## config.mk

```make
export PLATFORM = sky130hd
export DESIGN_NAME = prach_hb1_pack
export DESIGN_NICKNAME = d
export VERILOG_FILES = /design/src/rtl/prach_hb1_pack.sv
export SDC_FILE = /design/constraint.sdc
export NUM_CORES = 1
export LEC_CHECK = 0
export ABC_AREA = 1
export CAP_MARGIN = 20
export CORE_AREA = 5 5 169 252
export DETAILED_ROUTE_END_ITERATION = 16
export DIE_AREA = 0 0 174 257
export PLACE_DENSITY_LB_ADDON = 0.2
export SLEW_MARGIN = 10
export SYNTH_ARGS = -nofsm -noshare
export SYNTH_HDL_FRONTEND = slang
export SYNTH_SLANG_ARGS = --single-unit
```

## constraint.sdc

```tcl
create_clock -name clk -period 2.6 [get_ports clk]
set_clock_uncertainty 0.2 [all_clocks]
set_input_delay 0.52 -clock clk [delete_from_list [all_inputs] [get_ports clk]]
set_output_delay 0.52 -clock clk [all_outputs]
set_load 0.05 [all_outputs]
```

## src/rtl/prach_hb1_pack.sv

```systemverilog
`default_nettype none
// ============================================================================
//  Module   : prach_hb1_pack
//  Purpose  : Even/odd polyphase pair packer for a TDM multi-channel stream.
//             Buffers each channel's even-phase sample and emits it together
//             with the matching odd-phase sample as one (dp1, dp2) pair, in
//             the format the stage-1 half-band decimator consumes.
//             sync_in restarts the phase of every channel.
//  Revision : 1.0  - initial release
// ============================================================================
module prach_hb1_pack #(
    parameter int NUM_CH = 8,
    parameter int LANES  = 3
) (
    input  logic        clk,
    input  logic        rst_n,
    input  logic [15:0] din_d [LANES],
    input  logic        din_dv,
    input  logic [7:0]  din_chn,
    input  logic        sync_in,
    output logic [15:0] dout_dp1 [LANES],
    output logic [15:0] dout_dp2 [LANES],
    output logic        dout_dv,
    output logic [7:0]  dout_chn,
    output logic        sync_out,
    output logic        err_chn
);

    // Channel index width; storage is rounded up to a power of two so that
    // the index can never address outside the arrays. Entries at or above
    // NUM_CH are never written because such samples are rejected.
    localparam int         CHW      = (NUM_CH > 1) ? $clog2(NUM_CH) : 1;
    localparam int         DEPTH    = 1 << CHW;
    localparam logic [8:0] NUM_CH_W = 9'(NUM_CH);

    // Per-channel state
    logic [DEPTH-1:0] phase_q, phase_d;
    logic [15:0]      even_q [DEPTH][LANES];
    logic             sync_pend_q, sync_pend_d;

    // Registered outputs
    logic [15:0] dout_dp1_q [LANES];
    logic [15:0] dout_dp2_q [LANES];
    logic        dout_dv_q;
    logic [7:0]  dout_chn_q;
    logic        sync_out_q;
    logic        err_chn_q;

    logic [CHW-1:0] w_idx;
    logic           w_chn_ok;
    logic           w_acc;
    logic           w_phase_cur;
    logic           w_even_wr;
    logic           w_pair;

    assign w_idx    = din_chn[CHW-1:0];
    assign w_chn_ok = ({1'b0, din_chn} < NUM_CH_W);
    assign w_acc    = din_dv & w_chn_ok;
    // A sync clears every phase before the same-cycle sample is looked at,
    // so a sample arriving together with sync is always treated as even.
    assign w_phase_cur = sync_in ? 1'b0 : phase_q[w_idx];
    assign w_even_wr   = w_acc & ~w_phase_cur;
    assign w_pair      = w_acc &  w_phase_cur;

    // Next-state for the phase bits and the pending-sync flag
    always_comb begin
        phase_d     = sync_in ? '0 : phase_q;
        sync_pend_d = sync_pend_q;
        if (w_acc) begin
            phase_d[w_idx] = ~w_phase_cur;
        end
        if (sync_in) begin
            sync_pend_d = 1'b1;
        end else if (w_pair) begin
            sync_pend_d = 1'b0;
        end
    end

    // Phase and sync-pending state registers
    always_ff @(posedge clk or negedge rst_n) begin
        if (!rst_n) begin
            phase_q     <= '0;
            sync_pend_q <= 1'b0;
        end else begin
            phase_q     <= phase_d;
            sync_pend_q <= sync_pend_d;
        end
    end

    // Even-sample buffer; contents are don't-care after reset
    always_ff @(posedge clk) begin
        if (w_even_wr) begin
            even_q[w_idx] <= din_d;
        end
    end

    // Output pair registers: pulse dv for one cycle, hold data otherwise
    always_ff @(posedge clk or negedge rst_n) begin
        if (!rst_n) begin
            for (int k = 0; k < LANES; k++) begin
                dout_dp1_q[k] <= '0;
                dout_dp2_q[k] <= '0;
            end
            dout_dv_q  <= 1'b0;
            dout_chn_q <= '0;
            sync_out_q <= 1'b0;
        end else begin
            dout_dv_q  <= w_pair;
            sync_out_q <= w_pair & sync_pend_q;
            if (w_pair) begin
                dout_dp1_q <= even_q[w_idx];
                dout_dp2_q <= din_d;
                dout_chn_q <= din_chn;
            end
        end
    end

    // Sticky out-of-range channel flag
    always_ff @(posedge clk or negedge rst_n) begin
        if (!rst_n) begin
            err_chn_q <= 1'b0;
        end else if (din_dv && !w_chn_ok) begin
            err_chn_q <= 1'b1;
        end
    end

    assign dout_dp1 = dout_dp1_q;
    assign dout_dp2 = dout_dp2_q;
    assign dout_dv  = dout_dv_q;
    assign dout_chn = dout_chn_q;
    assign sync_out = sync_out_q;
    assign err_chn  = err_chn_q;

endmodule
`default_nettype wire

```

Yosys cells after proc, flatten, opt, wreduce, memory -nomap -nowiden --
Memory sizes are Yosys's and may differ from the RTL's. A register that Yosys moved wholly into a read port is not among the register bits. Cells that the tools add are included.
Word-level totals: ROM bits 0, input bits 60, register bits after elaboration 68, memories 1, bits in writable memories 384, latch bits 0
Operators by class: multipliers 0, magnitude comparators 3, equality and inequality tests 0, shift operators 0, mux-type cells 12, reductions and logical operators 5, bitwise operators 5, div/mod/pow operators 0, add/subtract/negate cells 0
Memory list:
- even_q | words 8, bits a word 48, rd ports 1, clocked after Yosys merged registers in 1, write ports 1, RTL line 38 | logic [15:0] even_q [DEPTH][LANES];
Operators by type and width (count):
- 8-bit two-way mux | 2
- 8-bit bitwise mux | 1
- 8-bit by 4-bit < comparator with 1-bit output (second input constant) | 1
- 1-bit two-way mux | 7
- 1-bit AND | 4
- 3-bit by 4-bit < comparator with 1-bit output (second input constant) | 1
- 1-bit binary-select mux with 3-bit select | 1
- 1-bit demux with 3-bit select | 1
- 3-bit by 1-bit greater-or-equal comparator with 1-bit output (second input constant) | 1
- 1-bit logical AND | 2
- 1-bit logical NOT | 2
- 2-bit nonzero test | 1
- 1-bit inverter | 1

Logic depth before layout (Yosys ltp) --
depth in word-level cells 7, mapped depth 12

Least setup slack after synthesis --
Ideal clock, no wire load.
kind input port to flip-flop, start input din_chn[2], end memory even_q[4][0] (netlist name) (enable), library setup time 402 ps, slack -444 ps, required time 1998 ps, stages on the path 11, arrival 2442 ps, path through buf_4 > inv_2 > nor2_1 > nand2_1 > nor2_1 > nor2_1 > nand2_1 > buf_4 > nand2_1 > nand3_1 > inv_1
Between the ends: word-level cells in the longest chain between the ends 7
RTL lines:
- start, declared | RTL line 19 | input logic [7:0] din_chn,
- parallel branches: the longest is 7 deep, another holds 8-bit by 4-bit < comparator with 1-bit output
- end, declared | RTL line 38
Several ways; the timed one is not identified. The select of a mux whose other input is x is not followed.

Worst setup path after layout --
start register dout_dp2_q (netlist bit dout_dp2[17]), end output dout_dp2[17] (netlist name)
RTL lines:
- start, declared | RTL line 43 | logic [15:0] dout_dp2_q [LANES];
- start signal, assigned | RTL line 112 | dout_dp2_q <= din_d;
- end, declared | RTL line 22 | output logic [15:0] dout_dp2 [LANES],
No word-level cell between the ends.

==> results.cfg <==
[worst_setup_path]
startpoint_type = flip-flop
cp-end-kind = output pin
cp_cell_sequence = clkdlybuf4s50_1
crit_path_top_delay_cell = clkdlybuf4s50_1
cpPeakStageDelay_ns = 0.84
cp.required_ns = 1.88
critPathKind = flip-flop to output pin
cp_max_fo = 2
crit_family = buffers and inverters
cp.arrival_ns = 1.84
worst-path-buf-inv = 1

[routing]
dr.first_iter.drc_count = 1202
antenna_left = 0
wl_per_cell_um = 18.44
finalWirelength_um = 50310
vias = 14510
vias_per_cell = 5.317
drc = 0
dr.pass1.iters = 7

[clock_network]
clock_path_buffers = 3
cts_made_buffers = 46
cts_tree = built
insertion_delay_ns = 0.55
ctsHtreeMaxLevel = 2
cts_resized = 0
cts.sinks = 500
path_clk_slew_ns = 0.06
post_cts_buffers = 0
ctsRootBufferMaster = clkbuf_16

[yosys]
syn_area_per_cell_um2 = 10.18
synth_cells = 2021
synthArstFlopShare_pct = 23.20
synthDominantCellAreaShare_pct = 56.03
yosys.area.top_type = edfxtp_1
yosys_warnings = 0
synth_edf_count = 384
synth_area_leaders = edfxtp_1, nand2_1, dfrtp_1
yosysSeqAreaShare_pct = 70.14
ys.flop_type = edfxtp_1
syn-cell-area_um2 = 20580
synth_seq_cells = 500
ys_types = 19
syn_nets = 2081

[placed_design]
placed_cell_area_um2 = 23430
place_inst = 2640
gp_congestion = 0.7962
hpwl_um = 30640
portBuffers = 166

[run]
drv_cap = 0

[timing]
fmax_ghz = 0.3913
hold_viol = 0
holdWs_ns = 0.2094
rsz0062_at_grt = no
slew_viol_final = 0
worstMarginPinSlew_ns = 0.9099
setup_viol = 0
period_minus_slack_ns = 2.556
post-route-period-util_pct = 98.30
maxSlewHeadroom_pct = 39.34

[power]
leakagePower_nw = 10.89
p_int_mw = 12.97
power_switching_mw = 3.568
seqPwrFrac_pct = 52.3
power-per-cell-area_nw_per_um2 = 661.8
power_mw = 16.53
pwr-share-comb_pct = 6.0
ir_drop_mv = 0.4353
clkPwrFrac_pct = 41.6
p_sw_share_pct = 21.58

[grt]
grt_max_degree = 149
grt_use_total_pct = 22.48
first_global_vias = 14580
overflow = 0
grt_pass1_wl_um = 80230
grt_antenna_before_repair = 1

[finish]
final_cell_mix = nand2_1, edfxtp_1, clkdlybuf4s50_1
final_common_cell = nand2_1
fin_nets = 2243
finalInstanceArea_um2 = 24990
final_cells = 2728
synthToLayoutAreaGrowth_pct = 21.42
drive_above_1_share_pct = 7.474
final_core_util_pct = 62.33

[die]
dieHeight_um = 257
die-area_um2 = 44720
fp.dieW_um = 174
io_pins = 167
design.core.area_um2 = 40090
row_count = 90
start_util_pct = 51.33

[hold_path]
hold_path.class = primary input to flip-flop

[status]
status = completed
## what timing repair did
item / CTS / global route
hold buffers: 1 / 0
endpoints found under the hold margin: 33 / 0
endpoints found under the setup margin: 0 / 0
## cell usage after synthesis (4+ instances only)
cell type / instances
edfxtp_1: 384
dfrtp_1: 116
clkbuf_1: 38
buf_6: 5
inv_1: 21
nand3_1: 16
inv_2: 4
nand4_1: 104
buf_1: 27
nand2_1: 1235
nor2_1: 10
buf_2: 37
buf_4: 13
nor3_1: 5
## worst min-delay path: stages
cell     delay (ns)
buf_6          0.14
nor2_1         0.11
nand3_4        0.10
nand2_1        0.05
## sequential cells by signal (all words and copies together) (netlist names)
name	count
dout_chn	8
dout_dp1	48
dout_dp2	48
dout_dv	1
err_chn	1
even_q	384
phase_q	8
sync_out	1
sync_pend_q	1
## layout make-up
class	instances	area [um2]
Multi-Input combinational cell	1375	5605
Clock inverter	22	234.0
Sequential cell	500	14430
Timing Repair Buffer	234	2620
Clock buffer	64	1313
Fill cell	3115	15100
Inverter	26	145.1
Antenna cell	1	2.502
Tap cell	506	633.1
## power by group through the flow
stage          Clock, mW  Combinational, mW  Sequential [mW]
2_1_floorplan          0              0.472             8.90
3_3_place_gp           0              0.985             8.82
3_5_place_dp           0               1.00             8.82
4_1_cts             7.00               1.01             8.66
5_1_grt             7.35               1.11             8.65
6_report            6.88              0.999             8.66
## layer usage
metal	track usage, %	vias up	part of all wire, %
met2	38.91	481	50
li1	-	6936	-
met1	29.28	6996	41
met3	3.377	93	5.5
met5	0	-	0
met4	7.396	0	2.8
## logic make-up (layout without fill, tap and decap cells)
logic type / Yosys count / count (layout) / synth area share, %
AND/OR/NAND/NOR: 1371 / 1371 / 26.43
flip-flops: 500 / 500 / 70.14
buffers and inverters: 146 / 346 / 3.308
AO/OA/AOI/OAI: 4 / 4 / 0.1216
other: 0 / 1 / 0
## path summary, 6_finish.rpt
path | startpoint | to | slack [ns] | cells past startpoint
setup / recovery | dout_dp2[17] | dout_dp2[17] | 0.04 | 1
setup reg to reg | phase_q[5] | even_q[5][42] | 0.55 | 10
hold / removal | din_chn[0] | phase_q[4] | 0.21 | 4
hold reg to reg | err_chn | err_chn | 0.25 | 1
max in group asynchronous | rst_n | dout_dp2[6] | 1.35 | 3
min in group asynchronous | rst_n | dout_dp1[14] | 0.23 | 2
## through the flow
step | setup WS [ns] | setup TNS [ns]
final | 0.04420 | 0
after global routing | 0.009124 | 0
after CTS | 0.02746 | 0
after detailed placement | -0.07346 | -16.91
after global placement | -0.07820 | -13.11
after floorplan | -0.02039 | -1.614
No activity file was read; power rests on OpenSTA's default activity.
==> RTL change, RTL diff (same flow settings) <==
`NUM_CH`: 8 -> 4.
--- a/src/rtl/prach_hb1_pack.sv
+++ b/src/rtl/prach_hb1_pack.sv
@@ -10,5 +10,5 @@
 // ============================================================================
 module prach_hb1_pack #(
-    parameter int NUM_CH = 8,
+    parameter int NUM_CH = 4,
     parameter int LANES  = 3
 ) (
Check against the original RTL: not equivalent (Yosys sat finds a counterexample within 4 cycles, from zero or initial values and one cycle with rst_n low).
==> RTL change against the original RTL <==
  * Design area is 39% lower
  * Worst setup slack better by 0.060 ns
  * Sequential cell count is 196 lower
  * Wire length is 37% lower
  * Register-to-register slack better by 0.14 ns
  * Total power is 40% lower
  * Synthesized area is 43% lower
  * Sequential share of layout area is 1.8 points lower
  * Critical endpoint is now dout_dp1[43]
  * Largest power group unchanged
==> RTL change: results (changes against the original RTL) <==
Global route
  • Global Route Usage Sum: 0.142 (-0.0830)
  • Largest net degree at the start of global routing: 68 (-54%)
  • First-pass GRT wire length: 50.4 mm (-37%)
  • Antenna violations before repair: 1 (unchanged)
  • Vias in the first global route: 8333 (-43%)

STA
  • Worst-margin pin slew: 0.580 ns (-0.330 ns)

Setup path
  • CP Max Fanout: 2 (unchanged)
  • Slowest-stage cell, CP: clkdlybuf4s50_1
  • Max incr delay on CP: 0.83 ns
  • CP top delay family: buffers and inverters

Route
  • Routed via count: 8109 (-44%)
  • Wl on met1: 13.5 mm (-35%)
  • DR pass1 iterations: 4 (-3)
  • Routed wl met3: 1.41 mm (-49%)
  • Total Wirelength: 31.8 mm (-37%)
  • DR iter-0 viols: 539 (-55%)
  • Top Metal Used: met4
  • Met2 Wirelength: 16.4 mm (-35%)

Final layout
  • Layout Nets: 1300 (-42%)
  • Max FFs per register: 192 (-50%)
  • Biggest register: even_q
  • Share of post-route cells with drive strength above 1: 0.0752 (+0.000417)
  • Filler cells: 3932 (+26%)

Placed design
  • Hpwl dp: 19.6 mm (-36%)
  • Place WS: -0.00229 ns (+0.0712 ns)
  • Gpl congestion: 0.706 (-11%)
  • I/O Buffers: 166 (unchanged)

Hold path
  • Hold Path Class: reg2reg

Synthesis
  • Post-synthesis sequential area ratio: 0.725 (+0.0233)
  • Yosys warns: 0 (unchanged)
  • Yosys cell types: 18 (-1)
  • Area contributors post-synth: edfxtp_1 49%, dfrtp_1 24%, nand2_1 16%
  • Post-synth EDFFs: 192 (-50%)
  • Ys async rst share: 0.368 (+0.136)
  • Post-synth net total: 1132 (-46%)
  • Most frequent cells after synthesis: 514 x nand2_1, 192 x edfxtp_1, 112 x dfrtp_1

Power
  • LEAKAGE: 6.47 nW (-41%)
  • Psw: 0.00212 W (-41%)
  • IR drop worst, VDD: 0.422 mV (-3.0%)

Run status
  • Outcome: finished, final reports clean

Clocking
  • Htree depth: 1 (-1)
  • Clock tree buffer depth: 3 (unchanged)
  • Clock-pin slew on the worst setup and hold paths: 0.06 ns (about the same)
  • Clock Latency Late Sink: approximately 0.56 ns
  • CTS Buf Count: 31 (-33%)
  • Root Driver: clkbuf_16
==> RTL change: stage by stage <==
step | util | hold slack, ns | area [µm²] | setup TNS [ns] | instances
floorplan | - | 0.0244 | 11800 | 0 | 1072
global placement | 0.357 | 0.240 | 14300 | 0 | 1712
detailed placement | 0.357 | 0.251 | 14300 | -0.0258 | 1712
CTS | 0.382 | 0.242 | 15300 | 0 | 1770
global route | 0.382 | 0.278 | 15300 | 0 | 1771
finish | 0.382 | 0.261 | 15300 | 0 | 1771
==> RTL change: path summary, 6_finish.rpt <==
path,startpoint,end,slack [ns],cells past startpoint
min in group asynchronous,rst_n,dout_dp2[19],0.29,2
setup reg to reg,phase_q[2],even_q[0][29],0.69,8
hold reg to reg,err_chn,err_chn,0.26,1
hold / removal,err_chn,err_chn,0.26,1
setup / recovery,dout_dp1[43],dout_dp1[43],0.10,1
max in group asynchronous,rst_n,dout_dp1[28],1.30,3
==> RTL change: per-layer routing <==
metal	global-route usage	vias to the layer above
li1	-	3932
met1	0.177	3986
met2	0.255	163
met3	0.0231	28
met4	0.0374	0
met5	0	-
==> RTL change: area by class of cell <==
type                    instances  share of cell area
clock buffers                  44              0.0578
repair buffers                200               0.140
inverters                      19             0.00564
clock inverters                13             0.00752
multi-input cells             684               0.188
flip-flops and latches        304               0.560
diodes                          1            0.000164
well taps                     506              0.0414
==> RTL change: cells by family (layout without fill, tap and decap cells) <==
| logic type | Yosys count | count (layout) | share of synthesized area |
|---|---|---|---|
| and+or+nand+nor | 683 | 683 | 0.241 |
| DFF | 304 | 304 | 0.725 |
| buffers and inverters | 84 | 276 | 0.0335 |
| AOI/OAI and AO/OA | 1 | 1 | 0.000635 |
| other | 0 | 1 | 0 |
==> RTL change: repair_timing <==
| item | 4_1_cts | 5_1_grt |
|---|---|---|
| setup endpoints to repair | 1 | 0 |
| buffers inserted | 0 | 0 |
| hold buffers | 1 | 0 |
| hold endpoints to repair | 43 | 0 |
| resized for setup | 1 | 0 |
==> RTL change: power groups by stage <==
| stage | Clock (W) | Combinational, W | Sequential (W) |
|---|---|---|---|
| finish | 0.00439 | 0.000422 | 0.00516 |
| floorplan | 0 | 0.000155 | 0.00526 |
| detailed placement | 0 | 0.000434 | 0.00525 |
| global placement | 0 | 0.000431 | 0.00525 |
| CTS | 0.00454 | 0.000437 | 0.00516 |
| global route | 0.00475 | 0.000474 | 0.00515 |
